==> config.mk <==
export PLATFORM = sky130hd
export DESIGN_NAME = hazard_scoreboard_flat
export DESIGN_NICKNAME = d
export VERILOG_FILES = /design/src/rtl/hazard_scoreboard_if.sv /design/src/rtl/hazard_scoreboard.sv /design/src/flat_wrapper.sv
export SDC_FILE = /design/constraint.sdc
export NUM_CORES = 1
export LEC_CHECK = 0
export CORE_AREA = 2 2 84 66
export DETAILED_ROUTE_END_ITERATION = 7
export DIE_AREA = 0 0 86 68
export HOLD_SLACK_MARGIN = 0.05
export PLACE_DENSITY = 0.7
export SYNTH_ARGS = -nofsm -noshare
export SYNTH_HDL_FRONTEND = slang
export SYNTH_SLANG_ARGS = --single-unit
==> constraint.sdc <==
create_clock -name clk -period 6.5 [get_ports clk]
set_clock_uncertainty 0.15 [all_clocks]
set_input_delay 0.65 -clock clk [delete_from_list [all_inputs] [get_ports clk]]
set_output_delay 0.65 -clock clk [all_outputs]
set_load 0.005 [all_outputs]
==> src/rtl/hazard_scoreboard_if.sv <==
// hazard_scoreboard_if
//   Bundles the decode/execute control seen by the hazard scoreboard.
//   master : pipeline control (drives the ID instruction and the EX redirect)
//   slave  : hazard_scoreboard (drives stall, flush, forwarding selects, counter)
//   Signals:
//     id_valid, id_src, id_src_used, id_wr, id_dst, id_is_load : ID instruction
//     ex_redirect : taken branch/jump resolved in EX
//     stall, flush, fwd_sel, stall_cnt : hazard unit results
//     id_wb_bypass : only with HAZARD_SCOREBOARD_WB_BYPASS_EN defined
//
// Handshake: id_valid marks ID as holding a real instruction; the instruction
// is accepted into EX on a rising edge where id_valid=1, stall=0 and flush=0.
// stall is the back-pressure: while it is high the master must hold the same
// ID instruction. flush overrides stall and discards the ID instruction.
interface hazard_scoreboard_if #(
    parameter int RADDR_W = 5,
    parameter int NSRC    = 2,
    parameter int DEPTH   = 3,
    parameter int CNT_W   = 16
);
    localparam int FW = $clog2(DEPTH);

    logic                    id_valid;
    logic [NSRC*RADDR_W-1:0] id_src;
    logic [NSRC-1:0]         id_src_used;
    logic                    id_wr;
    logic [RADDR_W-1:0]      id_dst;
    logic                    id_is_load;
    logic                    ex_redirect;
    logic                    stall;
    logic                    flush;
    logic [NSRC*FW-1:0]      fwd_sel;
    logic [CNT_W-1:0]        stall_cnt;
`ifdef HAZARD_SCOREBOARD_WB_BYPASS_EN
    logic [NSRC-1:0]         id_wb_bypass;

    modport master (
        output id_valid, id_src, id_src_used, id_wr, id_dst, id_is_load, ex_redirect,
        input  stall, flush, fwd_sel, stall_cnt, id_wb_bypass
    );
    modport slave (
        input  id_valid, id_src, id_src_used, id_wr, id_dst, id_is_load, ex_redirect,
        output stall, flush, fwd_sel, stall_cnt, id_wb_bypass
    );
`else
    modport master (
        output id_valid, id_src, id_src_used, id_wr, id_dst, id_is_load, ex_redirect,
        input  stall, flush, fwd_sel, stall_cnt
    );
    modport slave (
        input  id_valid, id_src, id_src_used, id_wr, id_dst, id_is_load, ex_redirect,
        output stall, flush, fwd_sel, stall_cnt
    );
`endif
endinterface

==> src/rtl/hazard_scoreboard.sv <==
// hazard_scoreboard
//   Tracks in-flight register writes from EX (slot 0) to WB (slot DEPTH-1)
//   and produces operand forwarding selects for EX, the load-use / WB-collision
//   stall for ID, and the front-end flush on an EX redirect.
//   Ports:
//     clk     : clock, rising edge
//     reset_n : asynchronous active-low reset
//     bus     : hazard_scoreboard_if.slave (ID instruction, redirect, results)
//   Optional feature macro: HAZARD_SCOREBOARD_WB_BYPASS_EN
//     defined   : id_wb_bypass flags ID operands matching the WB slot, and the
//                 WB collision no longer stalls (decode takes WB data instead)
//     undefined : a WB collision stalls ID for one cycle
//   No FSM: the only state is the slot shift register and the stall counter.
module hazard_scoreboard #(
    parameter int RADDR_W  = 5,
    parameter int DEPTH    = 3,
    parameter int NSRC     = 2,
    parameter int LOAD_LAT = 1,
    parameter int CNT_W    = 16
) (
    input  logic             clk,
    input  logic             reset_n,
    hazard_scoreboard_if.slave bus
);
    localparam int FW = $clog2(DEPTH);

    // Slot state; slot 0 also keeps its source operands for forwarding.
    logic [DEPTH-1:0]        slot_valid;
    logic [DEPTH-1:0]        slot_wr;
    logic [DEPTH-1:0]        slot_load;
    logic [RADDR_W-1:0]      slot_dst [DEPTH];
    logic [NSRC*RADDR_W-1:0] ex_src;
    logic [NSRC-1:0]         ex_used;
    logic [CNT_W-1:0]        stall_cnt_q;

    logic                    load_hit;
    logic [NSRC-1:0]         wb_hit;
    logic                    stall_c;
    logic                    issue;
    logic [NSRC*FW-1:0]      fwd_c;

    // ID-side hazard detection against every tracked slot.
    always_comb begin : id_hazard
        logic [RADDR_W-1:0] src_k;
        logic               hit;
        load_hit = 1'b0;
        wb_hit   = '0;
        src_k    = '0;
        hit      = 1'b0;
        for (int k = 0; k < NSRC; k++) begin
            src_k = bus.id_src[k*RADDR_W +: RADDR_W];
            for (int j = 0; j < DEPTH; j++) begin
                hit = bus.id_src_used[k] && slot_valid[j] && slot_wr[j] &&
                      (slot_dst[j] == src_k) && (src_k != '0);
                if ((j < LOAD_LAT) && slot_load[j] && hit) begin
                    load_hit = 1'b1;
                end
                if ((j == DEPTH-1) && hit) begin
                    wb_hit[k] = 1'b1;
                end
            end
        end
    end

    // A redirect kills the ID instruction, so it can never be stalled.
    always_comb begin
`ifdef HAZARD_SCOREBOARD_WB_BYPASS_EN
        stall_c = bus.id_valid && !bus.ex_redirect && load_hit;
`else
        stall_c = bus.id_valid && !bus.ex_redirect && (load_hit || (|wb_hit));
`endif
        issue = bus.id_valid && !stall_c && !bus.ex_redirect;
    end

    // EX forwarding: scan oldest to youngest so the youngest producer
    // (smallest slot index) is the last assignment and wins.
    always_comb begin : ex_forward
        logic [RADDR_W-1:0] src_k;
        fwd_c = '0;
        src_k = '0;
        for (int k = 0; k < NSRC; k++) begin
            src_k = ex_src[k*RADDR_W +: RADDR_W];
            for (int i = DEPTH-1; i >= 1; i--) begin
                if (slot_valid[0] && ex_used[k] && slot_valid[i] && slot_wr[i] &&
                    (slot_dst[i] == src_k) && (src_k != '0)) begin
                    fwd_c[k*FW +: FW] = FW'(i);
                end
            end
        end
    end

    always_ff @(posedge clk or negedge reset_n) begin
        if (!reset_n) begin
            slot_valid  <= '0;
            slot_wr     <= '0;
            slot_load   <= '0;
            for (int i = 0; i < DEPTH; i++) begin
                slot_dst[i] <= '0;
            end
            ex_src      <= '0;
            ex_used     <= '0;
            stall_cnt_q <= '0;
        end else begin
            for (int i = DEPTH-1; i > 0; i--) begin
                slot_valid[i] <= slot_valid[i-1];
                slot_wr[i]    <= slot_wr[i-1];
                slot_load[i]  <= slot_load[i-1];
                slot_dst[i]   <= slot_dst[i-1];
            end
            // Fields are loaded regardless; a bubble is marked by valid=0 alone.
            slot_valid[0] <= issue;
            slot_wr[0]    <= bus.id_wr;
            slot_load[0]  <= bus.id_is_load;
            slot_dst[0]   <= bus.id_dst;
            ex_src        <= bus.id_src;
            ex_used       <= bus.id_src_used;
            if (stall_c && (stall_cnt_q != {CNT_W{1'b1}})) begin
                stall_cnt_q <= stall_cnt_q + 1'b1;
            end
        end
    end

    assign bus.stall     = stall_c;
    assign bus.flush     = bus.ex_redirect;
    assign bus.fwd_sel   = fwd_c;
    assign bus.stall_cnt = stall_cnt_q;
`ifdef HAZARD_SCOREBOARD_WB_BYPASS_EN
    assign bus.id_wb_bypass = wb_hit;
`endif
endmodule

==> src/flat_wrapper.sv <==
// flat-port wrapper written by rule: the top's interface ports become plain ports
module hazard_scoreboard_flat 
#(
    parameter int RADDR_W  = 5,
    parameter int DEPTH    = 3,
    parameter int NSRC     = 2,
    parameter int LOAD_LAT = 1,
    parameter int CNT_W    = 16
)
  (clk, reset_n, bus_id_valid, bus_id_src, bus_id_src_used, bus_id_wr, bus_id_dst, bus_id_is_load, bus_ex_redirect, bus_stall, bus_flush, bus_fwd_sel, bus_stall_cnt);
  hazard_scoreboard_if #(.RADDR_W(RADDR_W), .NSRC(NSRC), .DEPTH(DEPTH), .CNT_W(CNT_W)) bus_i ();
  input  logic clk;
  input  logic reset_n;
  input wire logic [$bits(bus_i.id_valid)-1:0] bus_id_valid;
  input wire logic [$bits(bus_i.id_src)-1:0] bus_id_src;
  input wire logic [$bits(bus_i.id_src_used)-1:0] bus_id_src_used;
  input wire logic [$bits(bus_i.id_wr)-1:0] bus_id_wr;
  input wire logic [$bits(bus_i.id_dst)-1:0] bus_id_dst;
  input wire logic [$bits(bus_i.id_is_load)-1:0] bus_id_is_load;
  input wire logic [$bits(bus_i.ex_redirect)-1:0] bus_ex_redirect;
  output wire logic [$bits(bus_i.stall)-1:0] bus_stall;
  output wire logic [$bits(bus_i.flush)-1:0] bus_flush;
  output wire logic [$bits(bus_i.fwd_sel)-1:0] bus_fwd_sel;
  output wire logic [$bits(bus_i.stall_cnt)-1:0] bus_stall_cnt;
  assign bus_i.id_valid = bus_id_valid;
  assign bus_i.id_src = bus_id_src;
  assign bus_i.id_src_used = bus_id_src_used;
  assign bus_i.id_wr = bus_id_wr;
  assign bus_i.id_dst = bus_id_dst;
  assign bus_i.id_is_load = bus_id_is_load;
  assign bus_i.ex_redirect = bus_ex_redirect;
  assign bus_stall = bus_i.stall;
  assign bus_flush = bus_i.flush;
  assign bus_fwd_sel = bus_i.fwd_sel;
  assign bus_stall_cnt = bus_i.stall_cnt;
  hazard_scoreboard #(.RADDR_W(RADDR_W), .DEPTH(DEPTH), .NSRC(NSRC), .LOAD_LAT(LOAD_LAT), .CNT_W(CNT_W)) u_core (.clk(clk), .reset_n(reset_n), .bus(bus_i));
endmodule
==> reports/qor.yml <==
setup_path:
  critical_path_required_ps: 5700
  r2r-end: "u_core.bus.stall_cnt[1]"
  crit_fanout: 4
  critPathMaxStageDelay_ps: 540
  arrival_ps: 2800
  critPathLaunchType: "primary input"
  crit_slowest_cell: "or4_1"
  cp-end-kind: "output pin"
  ff2ff_setup_slack_ps: 4040
  crit_path_cell_trace: "clkdlybuf4s50_1 > or4_1 > o21ai_1 > nor4_1 > o21ai_1 > a21oi_2 > clkdlybuf4s50_1"
  r2r_start: "u_core.bus.stall_cnt[0]"
  rr_worst_depth: 7
  cp_num_buf_inv: 2
  crit_type: "primary input to output pin"
  crit_family: "buffers and inverters"
place:
  place_inst: 281
  gp_congestion: 0.835
  port_buffers: 44
  dpl.hpwl_um: 3470
global_routing:
  busiest_layer: "met1"
  use_met2_pct: 25.7
  grt-ovfl-total: 0
  grt_pass1_vias: 1524
  grt.total_usage_pct: 17.7
  globalRouteMet3Util_pct: 3.74
  antenna_found_initial: 0
  gr-usage-met1_pct: 26.4
  grt_pass1_wl_um: 7750
  grt_max_degree: 51
die:
  die_x_um: 86
  rows: 23
  io_pins: 45
  core_area_mm2: 0.00509
  die_h_um: 68
  die-area_mm2: 0.00585
  start_util_pct: 43.7
clock_tree:
  cts_buffer_depth: 2
  cts_hold_buf: 0
  cts_num_sinks: 50
  cts_root_buffer: "clkbuf_8"
  clk_pin_slew_ps: 90
  clock_latency_ps: 300
  post_cts_resized: 0
  cts_tree: "yes"
  cts_made_buffers: 5
  post_cts_buffers: 0
  htree_levels: 2
synthesis:
  synth_top_cell_by_area: "dfrtp_1"
  syn_area_mm2: 0.00223
  yosys-top-cells-area: "dfrtp_1 (56%), xnor2_1 (18%), nand4_1 (3.9%)"
  avgSynthCellArea_um2: 12.3
  synth_edf_count: 0
  ys.warnings.count: 0
  yosys.area.top_type_share_pct: 56.2
  syn_nets: 205
  synthArstFlopShare_pct: 100
  ys_ff_latch: 50
  synthFlopType: "dfrtp_1"
  ys_seq_area_share_pct: 56.2
  netlist_instances: 181
  synth.distinct_cells: 36
drt:
  drcViolationCount: 0
  dr_total_vias: 1494
  drt_iter0_drc: 162
  wl_um: 4610
  vias_per_cell: 5.17
  wl_per_cell_um: 15.9
  antenna_left: 0
  drt-pass1-iter-count: 4
sta:
  relSlewSlack_pct: 59.6
  setup_viol: 0
  worstMarginPinSlew_ps: 606
  min_period_ps: 3600
  finalHoldWorstSlack_ps: 238
  drv_slew: 0
  fmax_mhz: 278
  rsz0062_at_grt: "false"
  hold_violations: 0
  fin_crit_sh_pct: 55.4
  timing.setup.tns_ps: 0
power:
  switching_power_mw: 0.139
  clkPwrFrac_pct: 35.5
  p_comb_share_pct: 9.0
  max-vdd-ir-drop_mv: 0.152
  leakage_nw: 1.12
  cellInternalPower_mw: 0.468
  p_total_mw: 0.607
  seqPwrFrac_pct: 55.6
  p_sw_share_pct: 22.9
  pwr_density_cell_mw_per_mm2: 216
outcome:
  status: "completed"
layout:
  fillers: 432
  nets: 250
  diodes: 0
  finalCoreUtilization_pct: 55.2
  drive_gt1_share_pct: 7.49
  areaGrowthSynthToFinish_pct: 26.3
  layout.cells.non_filler: 289
hold_path:
  holdPathEnd: "u_core.slot_wr[1]"
  holdCritStartpoint: "u_core.slot_wr[0]"
  worstHoldPathCells: 0
  hp-class: "register to register"
job:
  maxCapViolCount: 0
[flip-flops by register name, summed over array words and instances, names as in the netlist]
name and cells:
u_core.bus.stall_cnt 16, u_core.ex_src 10, u_core.ex_used 2, u_core.slot_dst 15, u_core.slot_load 1, u_core.slot_valid 3, u_core.slot_wr 3
[area by class of cell]
cell class | instances | area [um2] | area share (%)
inverter | 1 | 3.75 | 0.134
multi-input combinational | 123 | 922 | 32.8
clock buffer | 5 | 68.8 | 2.45
sequential | 50 | 1250 | 44.5
clock inverter | 3 | 45.0 | 1.60
tap | 62 | 77.6 | 2.76
timing repair buffer | 45 | 443 | 15.8
[kinds of logic after synthesis]
group / share of synthesized area [%]
compound gates: 4.78
xor+xnor: 21.2
fa+ha+maj: 0.562
buf+inv: 2.36
flops: 56.2
mux: 0.506
simple gates: 14.3
[worst register-to-register path, cell delays in order, from the launching register on]
cell and delay, ps:
dfrtp_1 430, ha_1 220, and3_1 190, and3_1 280, a311oi_1 320, o21ai_1 120
nand2_2 270, mux2_2 380
[metal layers]
| metal | share of wire [%] | up-vias |
|---|---|---|
| li1 | - | 722 |
| met1 | 51 | 735 |
| met2 | 45 | 29 |
| met3 | 3.2 | 8 |
| met4 | 0.98 | 0 |
| met5 | 0 | - |
[placed cells by master, fill, tap and decap left out, types with 3 or more instances in the layout]
master           instances
clkbuf_8                 5
or4_1                    3
o21ai_1                  3
nor4_1                   5
and3_1                   7
nand2_1                  9
clkdlybuf4s50_1         43
dfrtp_1                 50
xor2_1                   8
xnor2_1                 46
nand4_1                 14
[how the worst max path moves through the flow]
| stage | startpoint | endpoint | slack (ps) | depth (start not counted) |
|---|---|---|---|---|
| after global placement | bus_id_src[6] | bus_stall | 2890 | 7 |
| after detailed placement | bus_id_src[6] | bus_stall | 2860 | 7 |
| after floorplan | bus_id_src[0] | bus_stall | 4030 | 5 |
| after CTS | bus_id_src[6] | bus_stall | 2860 | 7 |
| after global routing | bus_id_src[5] | bus_stall | 2770 | 7 |
| final | bus_id_src[6] | bus_stall | 2900 | 7 |
[cell usage after synthesis, drive strengths merged (2+ instances only)]
cell	count
o21ai	5
nor4	5
nor2	2
xor2	8
o311a	2
nand2	10
or4	3
a31oi	2
nand4	15
dfrtp	50
and4	2
nand3	2
nor3	2
xnor2	46
and3	7
buf	6
[metrics by stage]
step           instance area (um2)  worst slack (ps)
6_report                      2810              2900
4_1_cts                       2810              2860
3_3_place_gp                  2700              2890
5_1_grt                       2810              2770
2_1_floorplan                 2230              4030
3_5_place_dp                  2700              2860
[power by group through the flow]
| stage | Combinational, mW | Sequential, mW | Clock, mW |
|---|---|---|---|
| 2_1_floorplan | 0.0279 | 0.338 | 0 |
| 3_3_place_gp | 0.0543 | 0.343 | 0 |
| 3_5_place_dp | 0.0551 | 0.343 | 0 |
| 4_1_cts | 0.0554 | 0.337 | 0.222 |
| 5_1_grt | 0.0610 | 0.339 | 0.236 |
| 6_report | 0.0544 | 0.337 | 0.215 |
No activity file was read; power rests on OpenSTA's default activity.
